--- config.mk ---
export PLATFORM = sky130hd
export DESIGN_NAME = gaussian_dsm_writer
export DESIGN_NICKNAME = d
export VERILOG_FILES = /design/src/rtl/gaussian_dsm_writer.sv
export SDC_FILE = /design/constraint.sdc
export NUM_CORES = 1
export LEC_CHECK = 0
export CAP_MARGIN = 30
export CORE_ASPECT_RATIO = 0.5
export CORE_MARGIN = 4
export CORE_UTILIZATION = 40
export CTS_CLUSTER_SIZE = 16
export DETAILED_ROUTE_END_ITERATION = 8
export PLACE_DENSITY = 0.68
export SYNTH_ARGS = -nofsm -noshare
export SYNTH_HDL_FRONTEND = slang
export SYNTH_SLANG_ARGS = --single-unit
--- constraint.sdc ---
create_clock -name clk -period 7.9 [get_ports clk]
set_input_delay 1.58 -clock clk [delete_from_list [all_inputs] [get_ports clk]]
set_output_delay 1.58 -clock clk [all_outputs]
set_load 0.1 [all_outputs]
--- src/rtl/gaussian_dsm_writer.sv ---
// gaussian_dsm_writer: queues AFU events and posts each one as a 64B status
// line into the host DSM ring over CCI-P channel 1. Only one write is kept
// outstanding, so the host sees sequence numbers in strictly increasing ring
// order. Optional write-response timeout: define GAUSSIAN_DSM_TIMEOUT_EN.
module gaussian_dsm_writer #(
    parameter int EVT_DEPTH      = 8,
    parameter int DSM_LINES      = 4,
    parameter int TIMEOUT_CYCLES = 4096
) (
    input  logic         clk,
    input  logic         reset,
    input  logic [41:0]  dsm_base,
    input  logic         evt_valid,
    output logic         evt_ready,
    input  logic [31:0]  evt_code,
    output logic         c1tx_valid,
    output logic [41:0]  c1tx_addr,
    output logic [15:0]  c1tx_mdata,
    output logic [511:0] c1tx_data,
    input  logic         c1tx_almfull,
    input  logic         c1rx_wrrsp_valid,
    input  logic [15:0]  c1rx_mdata,
    output logic         busy,
    output logic         err_timeout
);

    localparam int AW = (EVT_DEPTH > 1) ? $clog2(EVT_DEPTH) : 1;
    localparam int CW = AW + 1;
    localparam int IW = (DSM_LINES > 1) ? $clog2(DSM_LINES) : 1;

    typedef enum logic [1:0] {
        S_IDLE  = 2'd0,
        S_ISSUE = 2'd1,
        S_WAIT  = 2'd2
    } state_t;

    state_t          r_state;
    state_t          w_state_nxt;

    logic [31:0]     r_mem [EVT_DEPTH];
    logic [AW-1:0]   r_wr_ptr;
    logic [AW-1:0]   r_rd_ptr;
    logic [CW-1:0]   r_count;

    logic [31:0]     r_seq;
    logic [IW-1:0]   r_idx;
    logic [63:0]     r_cycle;

    logic            r_c1tx_valid;
    logic [41:0]     r_c1tx_addr;
    logic [15:0]     r_c1tx_mdata;
    logic [511:0]    r_c1tx_data;

    logic            w_full;
    logic            w_empty;
    logic            w_push;
    logic            w_pop;
    logic            w_ack;
    logic            w_timeout;
    logic            w_advance;
    logic [31:0]     w_seq_inc;

    assign w_full    = (r_count == CW'(EVT_DEPTH));
    assign w_empty   = (r_count == {CW{1'b0}});
    // A pop in the same cycle frees a slot, so a full FIFO still accepts.
    assign evt_ready = !w_full || w_pop;
    assign w_push    = evt_valid && evt_ready;
    assign w_ack     = (r_state == S_WAIT) && c1rx_wrrsp_valid
                       && (c1rx_mdata == r_seq[15:0]);
    assign w_seq_inc = r_seq + 32'd1;
    assign busy      = !w_empty || (r_state != S_IDLE);

    assign c1tx_valid = r_c1tx_valid;
    assign c1tx_addr  = r_c1tx_addr;
    assign c1tx_mdata = r_c1tx_mdata;
    assign c1tx_data  = r_c1tx_data;

`ifdef GAUSSIAN_DSM_TIMEOUT_EN
    logic [31:0] r_to_cnt;
    logic        r_err_timeout;

    assign w_timeout   = (r_state == S_WAIT) && !w_ack
                         && (r_to_cnt == 32'(TIMEOUT_CYCLES - 1));
    assign err_timeout = r_err_timeout;

    // Count cycles spent waiting for the write response; sticky error on expiry.
    always_ff @(posedge clk) begin
        if (reset) begin
            r_to_cnt      <= 32'd0;
            r_err_timeout <= 1'b0;
        end else begin
            if (r_state == S_WAIT) begin
                r_to_cnt <= r_to_cnt + 32'd1;
            end else begin
                r_to_cnt <= 32'd0;
            end
            if (w_timeout) begin
                r_err_timeout <= 1'b1;
            end else begin
                r_err_timeout <= r_err_timeout;
            end
        end
    end
`else
    assign w_timeout   = 1'b0;
    assign err_timeout = 1'b0;
`endif

    // FSM state register.
    always_ff @(posedge clk) begin
        if (reset) begin
            r_state <= S_IDLE;
        end else begin
            r_state <= w_state_nxt;
        end
    end

    // FSM next state: a zero base keeps events parked in the FIFO.
    always_comb begin
        w_state_nxt = r_state;
        case (r_state)
            S_IDLE: begin
                if (!w_empty && (dsm_base != 42'd0)) begin
                    w_state_nxt = S_ISSUE;
                end else begin
                    w_state_nxt = S_IDLE;
                end
            end
            S_ISSUE: begin
                if (!c1tx_almfull) begin
                    w_state_nxt = S_WAIT;
                end else begin
                    w_state_nxt = S_ISSUE;
                end
            end
            S_WAIT: begin
                if (w_advance) begin
                    w_state_nxt = S_IDLE;
                end else begin
                    w_state_nxt = S_WAIT;
                end
            end
            default: w_state_nxt = S_IDLE;
        endcase
    end

    // FSM outputs: issue a write (and pop) once, advance on ack or timeout.
    always_comb begin
        w_pop     = 1'b0;
        w_advance = 1'b0;
        case (r_state)
            S_ISSUE: begin
                w_pop = !c1tx_almfull;
            end
            S_WAIT: begin
                w_advance = w_ack || w_timeout;
            end
            default: begin
                w_pop     = 1'b0;
                w_advance = 1'b0;
            end
        endcase
    end

    // Event FIFO storage; contents need no reset since occupancy is tracked.
    always_ff @(posedge clk) begin
        if (w_push) begin
            r_mem[r_wr_ptr] <= evt_code;
        end else begin
            r_mem[r_wr_ptr] <= r_mem[r_wr_ptr];
        end
    end

    // Event FIFO pointers and occupancy.
    always_ff @(posedge clk) begin
        if (reset) begin
            r_wr_ptr <= {AW{1'b0}};
            r_rd_ptr <= {AW{1'b0}};
            r_count  <= {CW{1'b0}};
        end else begin
            if (w_push) begin
                r_wr_ptr <= r_wr_ptr + AW'(1);
            end else begin
                r_wr_ptr <= r_wr_ptr;
            end
            if (w_pop) begin
                r_rd_ptr <= r_rd_ptr + AW'(1);
            end else begin
                r_rd_ptr <= r_rd_ptr;
            end
            case ({w_push, w_pop})
                2'b10:   r_count <= r_count + CW'(1);
                2'b01:   r_count <= r_count - CW'(1);
                default: r_count <= r_count;
            endcase
        end
    end

    // Write request datapath, sequence/ring index bookkeeping, cycle stamp.
    always_ff @(posedge clk) begin
        if (reset) begin
            r_cycle      <= 64'd0;
            r_seq        <= 32'd1;
            r_idx        <= {IW{1'b0}};
            r_c1tx_valid <= 1'b0;
            r_c1tx_addr  <= 42'd0;
            r_c1tx_mdata <= 16'd0;
            r_c1tx_data  <= 512'd0;
        end else begin
            r_cycle      <= r_cycle + 64'd1;
            r_c1tx_valid <= w_pop;
            if (w_pop) begin
                r_c1tx_addr  <= dsm_base + 42'(r_idx);
                r_c1tx_mdata <= r_seq[15:0];
                r_c1tx_data  <= {384'd0, r_cycle, r_seq, r_mem[r_rd_ptr]};
            end else begin
                r_c1tx_addr  <= r_c1tx_addr;
                r_c1tx_mdata <= r_c1tx_mdata;
                r_c1tx_data  <= r_c1tx_data;
            end
            if (w_advance) begin
                // Sequence 0 is reserved so the host can treat it as "empty line".
                r_seq <= (w_seq_inc == 32'd0) ? 32'd1 : w_seq_inc;
                r_idx <= (DSM_LINES == 1) ? {IW{1'b0}} : (r_idx + IW'(1));
            end else begin
                r_seq <= r_seq;
                r_idx <= r_idx;
            end
        end
    end

endmodule
* Word-level counts from Yosys, hierarchy flattened
Memory sizes are Yosys's and may differ from the RTL's. A register that Yosys moved wholly into a read port is not among the register bits.
Cells that the tools add are included.
** Storage, ports and cells
- RAM bits :: 256
- Bits in registers :: 297
- Memories :: 1
- Bits of input ports :: 95
- Output and inout bits :: 574
** Operators by class
- Bitwise operators :: 1
- Reduce and logical (&&, ||, !) cells :: 16
- Muxes and demuxes :: 12
- Eq/ne operators :: 7
- $add $sub $neg :: 8
** Memories
- r_mem :: depth 8, width 32, rd ports 1, clocked after Yosys merged registers in 1, write ports 1, RTL line 40 : logic [31:0] r_mem [EVT_DEPTH];
** Operators by type and width (number)
- 64-bit by 1-bit adder with 64-bit output (second input constant) :: 1
- 32-bit 2-to-1 mux :: 2
- 42-bit by 2-bit adder with 42-bit output :: 1
- 42-bit nonzero test :: 1
- 32-bit by 1-bit adder with 32-bit output (second input constant) :: 1
- 32-bit zero test :: 1
- 16-bit equality test :: 1
- 4-bit case mux with 2 select lines :: 1
- 3-bit by 1-bit adder with 3-bit output (second input constant) :: 2
- 1-bit 2-to-1 mux :: 6
- 2-bit case mux with 3 select lines :: 1
- 4-bit by 1-bit adder with 4-bit output (second input constant) :: 1
- 2-bit by 1-bit equality test with 1-bit output (second input constant) :: 2
- 2-bit equality test (second input constant) :: 2
- 4-bit equality test (second input constant) :: 1
- 1-bit logical AND :: 4
- 4-bit zero test :: 1
- 2-bit 2-to-1 mux :: 2
- 2-bit nonzero test :: 2
- 4-bit by 1-bit subtractor with 4-bit output (second input constant) :: 1
- 1-bit zero test :: 3
- 2-bit by 1-bit adder with 2-bit output (second input constant) :: 1
- 2-bit zero test :: 1
- 1-bit logical OR :: 2
- 3 further kinds :: 3

* Longest topological paths before layout
Gate-level depths: netlist of the first run.
- Depth after elaboration :: 7
- Mapped depth :: 10

* Worst setup path after synthesis of the first run
No wires, ideal clock.
- Kind :: input -> register
- From :: input c1tx_almfull
- To :: memory r_mem[1][0], enable pin
- Arrival time :: 6.766 ns
- Slack :: 0.621 ns
- Data required time :: 7.387 ns
- Stages on the path :: 5
- Cells stage by stage :: or3b_2 clkbuf_1 nand3_1 nand2_1 nor4b_1
** Between the ends
- Word-level cells in the longest chain between the ends :: 7
- Elaborated cells between the ends (all ways) :: 9
- Classes of those cells :: mux: 4; bitwise: 1; reduce/logical: 4
** RTL lines
- start, declared :: RTL line 20 : input logic c1tx_almfull,
- 1-bit zero test (*) :: RTL line 153 : w_pop = !c1tx_almfull;
- 1-bit 2-to-1 mux (*) :: RTL line 151 : case (r_state)
- 1-bit logical OR (*) :: RTL line 66 : assign evt_ready = !w_full || w_pop;
- via evt_ready :: RTL line 14 : output logic evt_ready,
- 1-bit logical AND (*) :: RTL line 67 : assign w_push = evt_valid && evt_ready;
- 1-bit 2-to-1 mux (on tied branches) :: RTL line 167, 170
- 1-bit 2-to-1 mux (not written as such) or 2-bit AND reduction (tied branches)
- 1-bit OR (no source line) (*)
- end, declared :: RTL line 40
Mark *: on every way through the listed nets, which the timed path passes. The rest lies on a longest branch.

* Worst setup path after layout of the first run
- From :: input c1tx_almfull
- To :: output evt_ready
** Between the ends
- Word-level cells in the longest chain between the ends :: 3
** RTL lines (RTL line)
- 1-bit zero test :: 153
- 1-bit 2-to-1 mux :: 151
- 1-bit logical OR :: 66
- end, declared :: 14
No other way between the ends.

==> key figures, run 1 <==
Clock tree
  • Clock net sink count: ~540
  • # Post-CTS Setup Buffers: 0
  • Worst skew pair latency: about 0.58 ns
  • Hold_buf cts: 0
  • H-tree levels: 2
  • Clock Path Buffers: 3
  • Post-cts gate resize count: 0
  • Clock transition at path regs: roughly 0.060 ns
  • CTS tree: built
  • Clock Tree Root: clkbuf_16
  • Total CTS buffers: 51

Synth
  • Synthesized instance count: between 2000 and 2500
  • Ranking of synthesized cells by area: edfxtp_1, dfxtp_1, buf_4, mux4_2, nand2_1
  • Top-count cell post-synth: buf_4
  • Register area share after synthesis: 0.534
  • Most frequent cells after synthesis: buf_4, dfxtp_1, nand2_1
  • Syn Area/Cell: approximately 11 um^2
  • Number of enable flip-flop cells after synthesis: between 200 and 300
  • Post-synth top area share: 0.308
  • Synth Cell Area: between 20000 and 25000 um^2
  • Yosys top cell by area: edfxtp_1
  • Primary FF master, synth: dfxtp_1
  • Netlist cell types: 55
  • Ys Warns: 0
  • #FFs+latches synth: around 540
  • Post-synth ARST share: 0

Floorplan
  • Initial Util: 0.406
  • IO Count: around 670
  • # rows: 64
  • Die W: between 300 and 400 um
  • Vert. Die Dim: around 180 um
  • Die area: between 60000 and 70000 um^2
  • Core Footprint: slightly above 60000 um^2

GRT
  • Antenna violations before repair: 7
  • GRT Resource Usage Total: 0.161
  • First-pass GRT wire length: 86.3 mm
  • Remaining global-route overflow: 0
  • Vias in the first global route: 15300
  • Largest net degree at the start of global routing: between 150 and 200

Setup path
  • CP max FO: 6
  • RR Endpoint: r_seq[29]
  • Req. time, crit path: between 6 and 7 ns
  • Crit end category: output port
  • RR Startpoint: r_state[1]
  • Crit start category: input pin
  • Kind of critical path: input pin to output port
  • Reg-to-reg slack, setup: roughly 4.6 ns
  • Worst reg2reg path depth: 7
  • CP arrival: ~3.5 ns

Min path
  • Worst Hold Class: flop to flop
  • Hold path depth: 2
  • Hold EP: c1tx_data[64]
  • Hold_sp: c1tx_data[64]

Power
  • Worst VDD drop: between 150 and 200 uV
  • LEAKAGE: slightly above 10 nW
  • Cell Pwr Density: 264 nW/um^2

STA
  • Fmax: between 0.15 and 0.2 GHz
  • Endpoints failing setup: 0
  • Slew Limit Fails: 0
  • RSZ-0062 raised after global routing: no
  • Hold Violations, Final: 0
  • Worst Skew: about 0.023 ns
  • Final period utilization: 0.639
  • Slew HR: 0.297
  • Worst Max-Slew Pin Slew: around 1.1 ns
  • Fin crit period: a little over 5 ns
  • Setup total negative slack: 0 ns

Status
  • Status: completed

Finish
  • Nets@finish: between 2000 and 3000
  • Area grow syn2layout: 19.3%
  • Final cell count without fillers: ~3400
  • Fraction of layout cells with a size suffix above 1: 0.0875

Detailed routing
  • Post-route ant nets: 0
  • # DRC: 0
  • Via count: approximately 16000
  • Via density: 4.74
  • WL final: roughly 57 mm
  • Drt pass-1 iters: 5
  • Initial DRC count: 1063
  • Drt wl/cell: approximately 17 um

Job
  • Max-cap viol count: 0

Placed design
  • # port buffers: ~280
  • Detailed placer's ending HPWL: ~38 mm
  • Placed cells: about 3300
  • Final GP Congestion: about 0.9
==> sequential cells by signal, summed over array words and instances (netlist names) <==
name and flops:
c1tx_addr 42, r_count 4, r_wr_ptr 3, r_seq 32, c1tx_mdata 15, r_rd_ptr 3
r_cycle 64, c1tx_valid 1, r_idx 2, c1tx_data 113, r_state 2, r_mem 256
==> report_power, final <==
part / total (mW) / internal [mW] / leakage (nW) / switching (mW)
clock: 2.54 / 1.50 / 0.857 / 1.04
sequential: 3.12 / 3.04 / 4.60 / 0.0757
combinational: 2.19 / 0.441 / 4.62 / 1.75
total: 7.84 / 4.98 / 10.1 / 2.87
==> cell families after synthesis <==
| group | after synthesis | share of synthesized area |
|---|---|---|
| multiplexers | 99 | 0.0718 |
| AND/OR/NAND/NOR | 721 | 0.133 |
| flip-flops | 537 | 0.534 |
| adder cells (fa/ha/maj) | 10 | 0.00562 |
| XOR/XNOR | 156 | 0.0548 |
| buffers and inverters | 544 | 0.146 |
| AO/OA/AOI/OAI | 225 | 0.0550 |
| other | 1 | 0.000150 |
==> per-layer routing <==
layer  GRT usage  wire length (um)  up-vias  share of wire
li1            -                 -     7709              -
met3      0.0233              2590      108          0.045
met5           0                24        -        0.00042
met4      0.0549              1630        4          0.028
met2       0.289             29600      403           0.52
met1       0.200             23300     7961           0.41
==> cell usage in the layout, fill, tap and decap left out, types with 4 or more instances in the layout <==
master	synthesis	layout
a211oi_1	70	70
a21oi_1	116	116
a311oi_1	6	6
a41oi_1	4	4
and2_1	6	6
and3_1	15	15
and4_1	8	8
buf_16	0	41
buf_4	407	16
bufinv_16	0	6
clkbuf_1	96	14
clkbuf_16	0	52
clkbuf_8	0	10
clkdlybuf4s50_1	0	282
clkinv_1	0	5
clkinv_2	0	6
conb_1	1	385
dfxtp_1	281	278
diode_2	0	5
edfxtp_1	256	256
ha_1	8	8
inv_1	13	13
mux2i_1	35	35
mux4_2	64	64
nand2_1	264	264
nand3_1	62	62
nand4_1	50	50
nor2_1	204	203
nor2b_1	6	6
nor3_1	30	28
nor4_1	24	23
o21ai_0	19	19
or3_1	22	22
or4_1	6	6
xnor2_1	81	81
xor2_1	75	75
==> metrics by stage <==
| step | setup WS [ns] | instance area (um^2) | utilization | total power [mW] | hold slack (ns) |
|---|---|---|---|---|---|
| floorplan | 0.621 | 26400 | - | 5.08 | 0.438 |
| global placement | 2.44 | 26900 | 0.437 | 5.26 | 0.442 |
| detailed placement | 2.85 | 28000 | 0.455 | 5.37 | 0.446 |
| CTS | 2.84 | 29700 | 0.484 | 7.91 | 0.455 |
| global route | 2.77 | 29800 | 0.485 | 8.13 | 0.470 |
| finish | 2.85 | 29800 | 0.485 | 7.84 | 0.452 |
==> critical path, stage by stage <==
cell and delay (ns):
clkdlybuf4s50_1 0.45, or3b_4 0.42, nand3_1 0.21, clkdlybuf4s50_1 0.60, buf_16 0.19
==> area by class of cell <==
class,instances,area [um^2]
fill,5339,31700
sequential,537,13300
multi-input combinational,1596,9480
timing repair buffer,342,4110
clock buffer,75,1480
tap,825,1030
clock inverter,20,280
inverter,13,48.8
antenna,5,12.5
==> worst max path at each step <==
stage                       startpoint           to  cells after the start
after floorplan           c1tx_almfull  r_mem[1][0]                      5
after global placement    c1tx_almfull    evt_ready                      4
after detailed placement  c1tx_almfull    evt_ready                      5
after CTS                 c1tx_almfull    evt_ready                      5
after global routing      c1tx_almfull    evt_ready                      5
final                     c1tx_almfull    evt_ready                      5
Power figures use the tool's default switching activity.
==> run 2: changes to the inputs <==
--- a/config.mk
+++ b/config.mk
@@ -11,7 +11,7 @@
 export CORE_UTILIZATION = 40
 export CTS_CLUSTER_SIZE = 16
 export DETAILED_ROUTE_END_ITERATION = 8
-export PLACE_DENSITY = 0.68
+export PLACE_DENSITY = 0.71
 export SYNTH_ARGS = -nofsm -noshare
 export SYNTH_HDL_FRONTEND = slang
 export SYNTH_SLANG_ARGS = --single-unit
==> constraint.sdc (replaced) <==
create_clock -name clk -period 4.5 [get_ports clk]
set_input_delay 0.9 -clock clk [delete_from_list [all_inputs] [get_ports clk]]
set_output_delay 0.9 -clock clk [all_outputs]
set_load 0.1 [all_outputs]
==> run 2 against run 1 <==
Net effect: total power is 70% higher; cell area is 1.2% lower; register-to-register slack worse by 3.2 ns; wire length is 0.44% lower; count of clock-buffer cells in the layout is 8 lower; hold slack better by 0.00060 ns; global-route usage is 0.17 points lower; sequential power is 76% higher; clock skew is 0.0081 ns higher; flip-flop and latch count stayed put; critical path type is now flop to output port; critical endpoint is now busy; largest power group unchanged.
==> key figures, run 2 (synthesized netlist as in run 1, its figures left out) <==
Detailed routing
  • WL final: about 57 mm
  • Initial DRC count: roughly 900
  • Drt pass-1 iters: 5
  • Via density: approximately 4.7
  • # DRC: 0
  • Drt wl/cell: ~17 um
  • Post-route ant nets: 0
  • Via count: about 16000

Setup path
  • Worst path cell trace: or3_1, or4_1, clkdlybuf4s50_1
  • Crit start category: flop
  • CP arrival: about 2.8 ns
  • Kind of critical path: flop to output port
  • WP buf/inv: 1
  • CP peak stage delay: 1.00 ns
  • Crit-path leading delay family: buffers and inverters
  • Crit end category: output port
  • Req. time, crit path: approximately 3.6 ns
  • CP max FO: 5
  • Critical path's slowest cell: clkdlybuf4s50_1

Floorplan
  • Core Footprint: about 61000 um^2
  • Vert. Die Dim: 185 um
  • Initial Util: 0.406
  • Die area: about 67000 um^2
  • Die W: around 360 um
  • # rows: 64
  • IO Count: about 670

Finish
  • Most frequent cells in the layout: conb_1, clkdlybuf4s50_1, dfxtp_1
  • # fillers: 5410
  • Largest register FFs: 256
  • Most common cell after layout, fill and taps aside: conb_1
  • Area grow syn2layout: 17.8%
  • Fraction of layout cells with a size suffix above 1: 0.0831
  • Post-route cell area: just under 30000 um^2
  • Nets@finish: between 2000 and 3000
  • Most flop-heavy register: r_mem
  • Final core utilization: 0.479

STA
  • Fin crit period: about 3.7 ns
  • Worst Max-Slew Pin Slew: 1.04 ns
  • Endpoints failing setup: 0
  • Slew Limit Fails: 0
  • Worst Skew: a little over 0.03 ns
  • Final period utilization: 0.819
  • Hold Violations, Final: 0
  • Fmax: roughly 0.27 GHz
  • Worst setup margin: slightly above 0.8 ns
  • Slew HR: 0.303
  • RSZ-0062 raised after global routing: no
  • Final hold slack: 0.453 ns

Placed design
  • # port buffers: around 280
  • Detailed placer's ending HPWL: 39.6 mm
  • Pre-CTS WS: approximately 0.76 ns
  • Area after DPL: about 28000 um^2
  • Final GP Congestion: around 0.87

Clock tree
  • Post-cts gate resize count: 0
  • Hold_buf cts: 0
  • CTS tree: built
  • Clock Tree Root: clkbuf_16
  • Clock net sink count: roughly 540
  • H-tree levels: 2
  • # Post-CTS Setup Buffers: 0
  • Clock Path Buffers: 3
  • Worst skew pair latency: 0.58 ns
  • Total CTS buffers: a little under 50
  • Clock transition at path regs: approximately 0.060 ns

GRT
  • Antenna violations before repair: 2
  • GRT Resource Usage Total: 0.159
  • Grt peak-use layer: met2
  • Vias in the first global route: between 15000 and 20000
  • Grt met2 use: 0.295
  • Largest net degree at the start of global routing: around 240
  • Fraction of met3 tracks used by global routing: 0.0184
  • Routing usage on met1: 0.196
  • Remaining global-route overflow: 0
  • First-pass GRT wire length: about 86 mm

Status
  • Status: completed

Power
  • LEAKAGE: around 9.9 nW
  • Worst VDD drop: around 270 uV
  • Cell Pwr Density: approximately 450 nW/um^2
  • Total power: between 10 and 15 mW

Min path
  • Worst Hold Class: flop to flop

Job
  • Max-cap viol count: 0
-- run 2: layout make-up --
cell class	instances	area, um^2	share of cell area
timing repair buffer	339	3940	0.134
clock inverter	22	226	0.00770
inverter	13	48.8	0.00166
sequential	537	13300	0.453
antenna	2	5.00	0.000170
multi-input combinational	1596	9510	0.323
tap	825	1030	0.0351
clock buffer	67	1310	0.0447
-- run 2: final timing paths --
kind | start | slack (ns) | depth (start not counted) | end
max | r_count[0] | 0.82 | 3 | busy
min | c1tx_data[104] | 0.45 | 2 | c1tx_data[104]
min reg2reg | c1tx_data[104] | 0.45 | 2 | c1tx_data[104]
max reg2reg | r_seq[9] | 1.47 | 7 | r_seq[1]
-- run 2: where the power goes --
part           internal, mW  switching, mW
Combinational         0.757           3.07
Sequential             5.34          0.141
Clock                  2.23           1.78
-- run 2: per-layer routing --
metal | part of all wire | routed length (um) | vias to the layer above
li1 | - | - | 7689
met1 | 0.40 | 22900 | 7811
met2 | 0.53 | 30200 | 382
met3 | 0.038 | 2190 | 114
met4 | 0.028 | 1590 | 0
met5 | 0 | 0 | -
-- run 2: worst register-to-register path: cells and delay by family, from the launching register on --
family	cells	cell delay [ns]
flops	1	0.55
simple gates	5	1.91
compound gates	2	0.45
-- run 2: per-stage QoR --
stage	instances	TNS (ns)
6_report	3401	0
5_1_grt	3401	0
4_1_cts	3399	0
3_5_place_dp	3310	0
3_3_place_gp	3277	0
2_1_floorplan	2677	-135.53
